$ cat src/rtl/d_in_conditioner.sv
// ============================================================================
// Module   : d_in_conditioner
// Brief    : Synchronises, debounces and edge-detects a raw switch level.
//            Optional rising-event counter enabled by DIN_COND_EVT_CNT_EN.
// Revision : 1.0  initial release
// ============================================================================
`default_nettype none

module d_in_conditioner #(
    parameter int SYNC_STAGES     = 2,
    parameter int DEBOUNCE_CYCLES = 4,
    parameter int CNT_W           = 8
) (
    input  logic             clk,
    input  logic             rst,
    input  logic             d_in,
    output logic             d_out,
    output logic             rise_pulse,
    output logic             fall_pulse,
    output logic [CNT_W-1:0] evt_cnt
);

    localparam int TIMER_W = $clog2(DEBOUNCE_CYCLES + 1);
    localparam logic [TIMER_W-1:0] c_timer_last = TIMER_W'(DEBOUNCE_CYCLES - 1);

    typedef enum logic [1:0] {
        ST_LOW       = 2'd0,
        ST_RISE_WAIT = 2'd1,
        ST_HIGH      = 2'd2,
        ST_FALL_WAIT = 2'd3
    } state_t;

    logic [SYNC_STAGES-1:0] sync_q, sync_d;
    state_t                 state_q, state_d;
    logic [TIMER_W-1:0]     timer_q, timer_d;
    logic                   d_out_q, d_out_d;
    logic                   rise_pulse_q, rise_pulse_d;
    logic                   fall_pulse_q, fall_pulse_d;
    logic                   d_sync;

    assign d_sync = sync_q[SYNC_STAGES-1];

    always_comb begin
        sync_d       = {sync_q[SYNC_STAGES-2:0], d_in};
        state_d      = state_q;
        timer_d      = timer_q;
        d_out_d      = d_out_q;
        rise_pulse_d = 1'b0;
        fall_pulse_d = 1'b0;
        case (state_q)
            ST_LOW: begin
                if (d_sync) begin
                    state_d = ST_RISE_WAIT;
                    timer_d = '0;
                end
            end
            ST_RISE_WAIT: begin
                // A reverting sample wins over timer expiry: glitch rejected.
                if (!d_sync) begin
                    state_d = ST_LOW;
                end else if (timer_q == c_timer_last) begin
                    state_d      = ST_HIGH;
                    d_out_d      = 1'b1;
                    rise_pulse_d = 1'b1;
                end else begin
                    timer_d = timer_q + TIMER_W'(1);
                end
            end
            ST_HIGH: begin
                if (!d_sync) begin
                    state_d = ST_FALL_WAIT;
                    timer_d = '0;
                end
            end
            ST_FALL_WAIT: begin
                if (d_sync) begin
                    state_d = ST_HIGH;
                end else if (timer_q == c_timer_last) begin
                    state_d      = ST_LOW;
                    d_out_d      = 1'b0;
                    fall_pulse_d = 1'b1;
                end else begin
                    timer_d = timer_q + TIMER_W'(1);
                end
            end
            default: begin
                state_d = ST_LOW;
                timer_d = '0;
            end
        endcase
    end

    always_ff @(posedge clk) begin
        if (rst) begin
            sync_q       <= '0;
            state_q      <= ST_LOW;
            timer_q      <= '0;
            d_out_q      <= 1'b0;
            rise_pulse_q <= 1'b0;
            fall_pulse_q <= 1'b0;
        end else begin
            sync_q       <= sync_d;
            state_q      <= state_d;
            timer_q      <= timer_d;
            d_out_q      <= d_out_d;
            rise_pulse_q <= rise_pulse_d;
            fall_pulse_q <= fall_pulse_d;
        end
    end

    assign d_out      = d_out_q;
    assign rise_pulse = rise_pulse_q;
    assign fall_pulse = fall_pulse_q;

`ifdef DIN_COND_EVT_CNT_EN
    logic [CNT_W-1:0] evt_cnt_q, evt_cnt_d;

    // Counts on the same edge that raises rise_pulse; wraps silently.
    always_comb begin
        evt_cnt_d = evt_cnt_q + CNT_W'(rise_pulse_d);
    end

    always_ff @(posedge clk) begin
        if (rst) begin
            evt_cnt_q <= '0;
        end else begin
            evt_cnt_q <= evt_cnt_d;
        end
    end

    assign evt_cnt = evt_cnt_q;
`else
    assign evt_cnt = '0;
`endif

endmodule

`default_nettype wire

$ cat config.mk
export PLATFORM = sky130hd
export DESIGN_NAME = d_in_conditioner
export DESIGN_NICKNAME = d
export VERILOG_FILES = /design/src/rtl/d_in_conditioner.sv
export SDC_FILE = /design/constraint.sdc
export NUM_CORES = 1
export LEC_CHECK = 0
export ABC_AREA = 1
export CAP_MARGIN = 20
export CORE_MARGIN = 2
export CORE_UTILIZATION = 40
export CTS_BUF_LIST = sky130_fd_sc_hd__clkbuf_8 sky130_fd_sc_hd__clkbuf_16
export DETAILED_ROUTE_END_ITERATION = 7
export HOLD_SLACK_MARGIN = 0.02
export PLACE_DENSITY = 0.7
export SLEW_MARGIN = 10
export SYNTH_ARGS = -nofsm -noshare
export SYNTH_HDL_FRONTEND = slang
export SYNTH_SLANG_ARGS = --single-unit
$ cat constraint.sdc
create_clock -name clk -period 1.1 [get_ports clk]
set_input_delay 0.11 -clock clk [delete_from_list [all_inputs] [get_ports clk]]
set_output_delay 0.11 -clock clk [all_outputs]
set_load 0.03 [all_outputs]
### Yosys cells after proc, flatten, opt, wreduce, memory -nomap -nowiden

Index checks and enable logic that the tools add are counted.

* logic and storage cells: 48
* input bits: 3
* bits in registers: 10
* output and inout bits: 11

* multiplexer cells: 19
* equal/unequal tests: 12
* add/subtract/negate cells: 1
* reductions and logical operators: 7
* bitwise gates (word level): 3

Operator list (count)
* $mux 3: 5
* $mux 2: 6
* $ne 2x2->1 const B: 6
* $pmux 3 s4: 1
* $pmux 2 s4: 1
* $reduce_and 4->1: 2
* $ne 3x3->1 const B: 2
* $reduce_or 3->1: 2
* $mux 1: 5
* $reduce_and 5->1: 1
* $eq 2x2->1 const B: 2
* $add 3x1->3 const B: 1
* $eq 3x2->1 const B: 1
* $not 1->1: 3
* $eq 2x1->1 const B: 1
* $logic_not 2->1: 1
* $pmux 1 s2: 1
* $reduce_bool 2->1: 1

### Longest topological paths before layout

Gate-level depths: netlist of run 1.

* depth after elaboration: 4
* mapped depth: 8
* gate-level depth less buffers: 8

### Least setup slack after synthesis of run 1

Ideal clock, no wire load.

* path type: register -> register
* from: register timer_q[0]
* to: register (tool-made name)
* stages on the path, launching flop included: 8
* clock period less this slack: 1.176 ns
* required time: 0.983 ns
* data arrival time: 1.059 ns
* library setup time: 0.117 ns
* slack: -0.076 ns
* path buffers: 0
* path through: dfxtp_1 -> ha_1 -> ha_1 -> nand3b_1 -> nand2_1 -> inv_2 -> nand2_1 -> a21oi_1

RTL lines
* start: declaration: line 35 `logic [TIMER_W-1:0] timer_q, timer_d;`
* start signal: assignment: line 104 `timer_q <= timer_d;`

==> flow_metrics.py, run 1 <==
metrics = {
    "detailed_routing": {
        "ant_nets": 0,
        "routedWlPerCell_um": 10.8,
        "wl_mm": 1.04,
        "num_vias": 434,
        "drt_iter0_drc": 5,
        "vias_per_cell": 4.52,
        "drc": 0,
        "dr.pass1.iters": 4,
    },
    "hold_path": {
        "hp-start": "sync_q[0]",
        "holdPathStages": 2,
        "hold-path-endpoint": "sync_q[1]",
        "hp-class": "reg -> reg",
    },
    "global_routing": {
        "grtUsageTotal": 0.162,
        "grt_start_max_net_pins": 7,
        "antenna_found_initial": 0,
        "grt_pass1_wl_mm": 1.55,
        "grt-ovfl-total": 0,
        "grt_pass1_vias": 381,
    },
    "power": {
        "powerDensity_mw_per_mm2": 1360,
        "ir_drop_uv": 872,
        "total_power_uw": 977,
        "power_leakage_uw": 0.000305,
    },
    "sta": {
        "finalCritPeriodShare": 1.04,
        "hold_violations": 0,
        "rsz0062_at_grt": "true",
        "fmax_mhz": 874,
        "slew_viol_final": 0,
        "min_period_ns": 1.14,
        "setup_violations": 1,
        "tns_ns": -0.0443,
        "skew_ns": 0.000643,
        "worst_slack_ns": -0.0443,
    },
    "place": {
        "dp.cells": 92,
        "place_congestion": 0.763,
        "io_buffers": 5,
        "dp_slack_ns": -0.0361,
        "placed_cell_area_um2": 634,
        "dpl.hpwl_um": 759,
    },
    "cts": {
        "postCtsSetupBuffers": 0,
        "clk_pin_slew_worst_paths_ns": 0.05,
        "cts_hold_buf": 0,
        "cts.sinks": 10,
        "cts_buffer_depth": 2,
        "cts_tree": "done",
        "root_buffer": "clkbuf_8",
        "htreeDepth": 1,
        "cts_made_buffers": 3,
        "insertion_delay_ns": 0.24,
    },
    "yosys": {
        "synth_top_cell_by_area": "dfxtp_1",
        "syn_area_per_cell_um2": 7.67,
        "ys_ff_latch": 10,
        "seq_area_frac_synth": 0.373,
        "ys_top_cells_by_area": "dfxtp_1, buf_4, nand2_1",
        "syn_area_um2": 537,
        "postSynthCellCount": 70,
        "synth_top_area_share": 0.373,
        "ys_types": 17,
        "synth_warnings": 0,
    },
    "cells_and_area": {
        "finalNonFillerCells": 96,
        "num_antenna_cells": 0,
        "final_cell_mix": "dfxtp_1, conb_1, nor2_1, nand2_1, nand2_2",
        "drive_above_1_share": 0.420,
        "area_growth_pct": 34.3,
        "design_area_um2": 721,
        "layout.nets": 88,
    },
    "worst_setup_path": {
        "critPathKind": "reg -> reg",
        "cpPeakStageDelay_ns": 0.33,
        "path_max_fanout": 3,
        "crit_required_ns": 1.23,
        "slowest_stage": "dfxtp_2",
        "ff2ff_setup_slack_ns": -0.04,
        "start_kind": "register",
        "critPathArrivalTime_ns": 1.28,
        "path_cells": "ha_4 -> ha_4 -> nand3b_1 -> nand2_1 -> inv_2 -> nand2_2 -> a21oi_2",
        "r2r_cells": 7,
        "r2r-start": "timer_q[0]",
        "worstSetupEndpointType": "register",
        "crit_path_frequent_cell": "ha_4",
    },
    "run": {
        "maxCapViolCount": 0,
    },
    "floorplanning": {
        "dieHeight_um": 40.6,
        "core_mm2": 0.00127,
        "die-area_mm2": 0.00165,
        "io_pins": 14,
        "die-width_um": 40.6,
        "rows": 13,
        "start_util": 0.423,
    },
    "run_status": {
        "violations": "setup timing",
        "status": "finished, violations left",
    },
}
[synthesized netlist by cell type]
master,n
nor2_1,7
conb_1,1
inv_2,4
a21oi_1,3
nand2_4,2
nand2_2,2
nand3b_1,1
nand3_1,5
ha_1,3
buf_4,9
nand2_1,11
o21ai_1,3
o211ai_1,1
dfxtp_1,10
nand4_1,2
a21oi_2,1
inv_1,5
[final cells by class]
| cell class | count | area, um2 |
|---|---|---|
| well taps | 15 | 18.8 |
| clock buffers | 4 | 55.1 |
| flip-flops and latches | 10 | 203 |
| repair buffers | 9 | 75.1 |
| multi-input cells | 49 | 335 |
| fillers | 126 | 548 |
| inverters | 9 | 33.8 |
[how the worst max path moves through the flow]
stage	start	endpoint	slack, ns	depth (start not counted)
final	timer_q[0]	register	-0.04	7
after global routing	timer_q[0]	register	-0.12	7
after CTS	timer_q[0]	register	-0.04	7
after detailed placement	timer_q[0]	register	-0.04	7
after global placement	timer_q[0]	register	-0.02	7
after floorplan	timer_q[0]	register	0.0009	7
[state kept, by name, indices dropped and copies added, names as in the netlist, named ones only]
signal      cells
state_q         1
sync_q          2
rise_pulse      1
d_out           1
fall_pulse      1
timer_q         3
[layer usage]
layer	GRT usage	part of all wire	up-vias
met5	0	0	-
met4	0.150	0.038	0
met3	0.0815	0.046	4
met2	0.254	0.49	11
met1	0.152	0.42	194
li1	-	-	225
[cell families after synthesis]
family                   share of synthesized area
other                                      0.00699
AND/OR/NAND/NOR                              0.275
AO/OA/AOI/OAI                               0.0862
adder cells (fa/ha/maj)                     0.0699
buffers and inverters                        0.189
flip-flops                                   0.373
[power breakdown]
group          total, uW  switching, uW  internal, uW  leakage (uW)
Clock                461            146           315     0.0000288
Combinational        132           93.1          38.6      0.000193
Sequential           384           9.92           374     0.0000823
[worst max-delay path, delay by kind of cell, from the launching register on]
kind	cells	cell delay (ns)
AOI/OAI and AO/OA	1	0.04
adders and majority gates	2	0.33
buffers and inverters	1	0.05
DFF	1	0.33
and+or+nand+nor	3	0.27
[metrics by stage]
stage          hold slack, ns   util
6_report                0.401  0.568
5_1_grt                 0.422  0.568
4_1_cts                 0.402  0.541
3_5_place_dp            0.395  0.500
3_3_place_gp            0.394  0.500
2_1_floorplan           0.165      -
[what timing repair did]
item                                    in CTS  in global routing
endpoints found under the setup margin       4                  7
pin swaps                                    1                  8
resized for setup                            3                  9
(Power assumes the default switching activity.)
==> run 2: changes to the inputs <==
--- a/config.mk
+++ b/config.mk
@@ -6,11 +6,12 @@
 export NUM_CORES = 1
 export LEC_CHECK = 0
 export ABC_AREA = 1
-export CAP_MARGIN = 20
+export CAP_MARGIN = 10
 export CORE_MARGIN = 2
 export CORE_UTILIZATION = 40
 export CTS_BUF_LIST = sky130_fd_sc_hd__clkbuf_8 sky130_fd_sc_hd__clkbuf_16
 export DETAILED_ROUTE_END_ITERATION = 7
+export GPL_ROUTABILITY_DRIVEN = 0
 export HOLD_SLACK_MARGIN = 0.02
 export PLACE_DENSITY = 0.7
 export SLEW_MARGIN = 10
==> results of run 2 <==
The final DEF is identical to that of run 1; final timing and power are the same.
==> run 3: changes to the inputs <==
--- a/config.mk
+++ b/config.mk
@@ -13,7 +13,7 @@
 export DETAILED_ROUTE_END_ITERATION = 7
 export GPL_ROUTABILITY_DRIVEN = 0
 export HOLD_SLACK_MARGIN = 0.02
-export PLACE_DENSITY = 0.7
+export PLACE_DENSITY = 0.68
 export SLEW_MARGIN = 10
 export SYNTH_ARGS = -nofsm -noshare
 export SYNTH_HDL_FRONTEND = slang
==> constraint.sdc (replaced) <==
create_clock -name clk -period 1.2 [get_ports clk]
set_input_delay 0.12 -clock clk [delete_from_list [all_inputs] [get_ports clk]]
set_output_delay 0.12 -clock clk [all_outputs]
set_load 0.03 [all_outputs]
==> run 3 against run 2 <==
Against the previous run:
- the flow now finishes without violations
- sequential power is 8.1% lower
- die area is the same
- critical path depth stayed put
- design area down 2.8%
- utilization is 1.6 points lower
- global-route usage shrank 2.8 points
- via count is 3.5% higher
- total power decreased by 8.6%
- non-clock buffer count is the same
- critical path type unchanged
- largest cell class unchanged
- largest power group unchanged
==> flow_metrics.py, run 3 (same netlist as run 1, synthesis figures left out) <==
metrics = {
    "worst_setup_path": {
        "ff2ff_setup_slack_ns": 0.03,
        "critPathKind": "reg -> reg",
        "crit_required_ns": 1.33,
        "path_cells": "ha_4 -> ha_4 -> nand3b_1 -> nand2_1 -> inv_2 -> nand2_2 -> a21oi_2",
        "r2r_cells": 7,
        "r2r-start": "timer_q[1]",
        "crit_path_frequent_cell": "ha_4",
        "cpPeakStageDelay_ns": 0.33,
        "slowest_stage": "dfxtp_2",
        "crit_path_start": "timer_q[1]",
        "worstSetupEndpointType": "register",
        "start_kind": "register",
        "path_max_fanout": 3,
        "critPathArrivalTime_ns": 1.30,
    },
    "floorplanning": {
        "core_mm2": 0.00127,
        "rows": 13,
        "dieHeight_um": 40.6,
        "start_util": 0.423,
        "die-width_um": 40.6,
        "io_pins": 14,
        "die-area_mm2": 0.00165,
    },
    "detailed_routing": {
        "top_layer": "met4",
        "met2RoutedLength_um": 480,
        "num_vias": 449,
        "vias_per_cell": 4.68,
        "dr.pass1.iters": 4,
        "routedWlPerCell_um": 10.4,
        "drt_iter0_drc": 8,
        "wl_met3_um": 65,
        "drt-met1-wl_um": 405,
        "ant_nets": 0,
        "drc": 0,
        "wl_um": 995,
    },
    "cells_and_area": {
        "area_growth_pct": 30.5,
        "nFillCells": 120,
        "finalNonFillerCells": 96,
        "multiInputGateArea_um2": 314,
        "final_cell_mix": "nand2_1, dfxtp_1, conb_1",
        "layout.nets": 88,
        "num_antenna_cells": 0,
        "drive_above_1_share": 0.346,
        "largest_register_ffs": 3,
        "reg_top3": "timer_q: 3 flops, sync_q: 2 flops",
        "seq_area_um2": 203,
        "largest_register": "timer_q",
    },
    "hold_path": {
        "hold-path-endpoint": "sync_q[1]",
        "hp-class": "reg -> reg",
        "holdPathStages": 2,
        "hp-start": "sync_q[0]",
    },
    "sta": {
        "slew_viol_final": 0,
        "finalCritPeriodShare": 0.975,
        "skew_ns": 0.00182,
        "min_period_ns": 1.17,
        "hold_ws_ns": 0.403,
        "fmax_mhz": 855,
        "setup_violations": 0,
        "hold_violations": 0,
    },
    "cts": {
        "cts_made_buffers": 3,
        "insertion_delay_ns": 0.24,
        "root_buffer": "clkbuf_8",
        "cts_tree": "done",
        "cts_buffer_depth": 2,
        "postCtsSetupBuffers": 0,
        "cts.sinks": 10,
        "htreeDepth": 1,
        "clk_pin_slew_worst_paths_ns": 0.05,
    },
    "power": {
        "total_power_uw": 892,
        "ir_drop_uv": 819,
        "power_leakage_uw": 0.000305,
        "powerDensity_mw_per_mm2": 1270,
    },
    "place": {
        "dp.cells": 92,
        "io_buffers": 5,
        "dpl.hpwl_um": 650,
    },
    "global_routing": {
        "antenna_found_initial": 0,
        "grt_start_max_net_pins": 7,
        "grt-ovfl-total": 0,
        "grt_pass1_wl_mm": 1.32,
        "grtUsageTotal": 0.134,
        "grt_pass1_vias": 337,
    },
    "run_status": {
        "status": "finished clean",
    },
    "run": {
        "maxCapViolCount": 0,
    },
}
[run 3: changes by cell type in the layout (fill, tap and decap cells not counted)]
cell	before	now
dlygate4sd2_1	2	3
buf_4	5	4
nand3_1	2	5
nand3_2	3	0
nand2_2	6	5
o21ai_1	2	3
nand2_1	7	8
o21ai_2	1	0
[run 3: stage by stage]
| stage | TNS, ns | util | worst slack (ns) | cell area, um2 |
|---|---|---|---|---|
| 6_report | 0 | 0.552 | 0.0303 | 701 |
| 5_1_grt | -0.0190 | 0.552 | -0.0190 | 701 |
| 4_1_cts | 0 | 0.513 | 0.0307 | 651 |
| 3_5_place_dp | -0.0314 | 0.468 | -0.0314 | 594 |
| 3_3_place_gp | 0 | 0.468 | 0.00657 | 594 |
| 2_1_floorplan | 0 | - | 0.0241 | 563 |
[run 3: timing repair]
action,CTS,global route
pin swaps,0,2
cloned,0,0
gates resized for setup,5,12
endpoints found under the setup margin,5,6
hold buffers,0,0
[run 3: where the power goes]
group / switching, uW / internal, uW / total, uW / leakage, uW
Sequential: 9.83 / 343 / 353 / 0.0000823
Clock: 137 / 289 / 426 / 0.0000288
Combinational: 80.8 / 32.7 / 114 / 0.000194
[run 3: worst max path at each step]
stage                           to  slack, ns  depth (start not counted)
after detailed placement  register      -0.03                          7
after floorplan           register       0.02                          7
after CTS                 register       0.03                          8
after global routing      register      -0.02                          8
after global placement    register      0.007                          7
final                     register       0.03                          7
[run 3: worst max-delay path, delay by kind of cell, from the launching register on]
kind | cells | cell delay, ns
flops | 1 | 0.33
compound gates | 1 | 0.04
buf+inv | 1 | 0.05
fa+ha+maj | 2 | 0.34
simple gates | 3 | 0.30
[run 3: layout make-up]
class | count | area share
Inverter | 9 | 0.0482
Timing Repair Buffer | 9 | 0.109
Sequential cell | 10 | 0.289
Multi-Input combinational cell | 49 | 0.448
Tap cell | 15 | 0.0268
Clock buffer | 4 | 0.0786
[run 3: routing by layer]
metal / GRT usage / up-vias
li1: - / 229
met3: 0.0489 / 5
met5: 0 / -
met2: 0.206 / 23
met4: 0.150 / 0
met1: 0.130 / 192
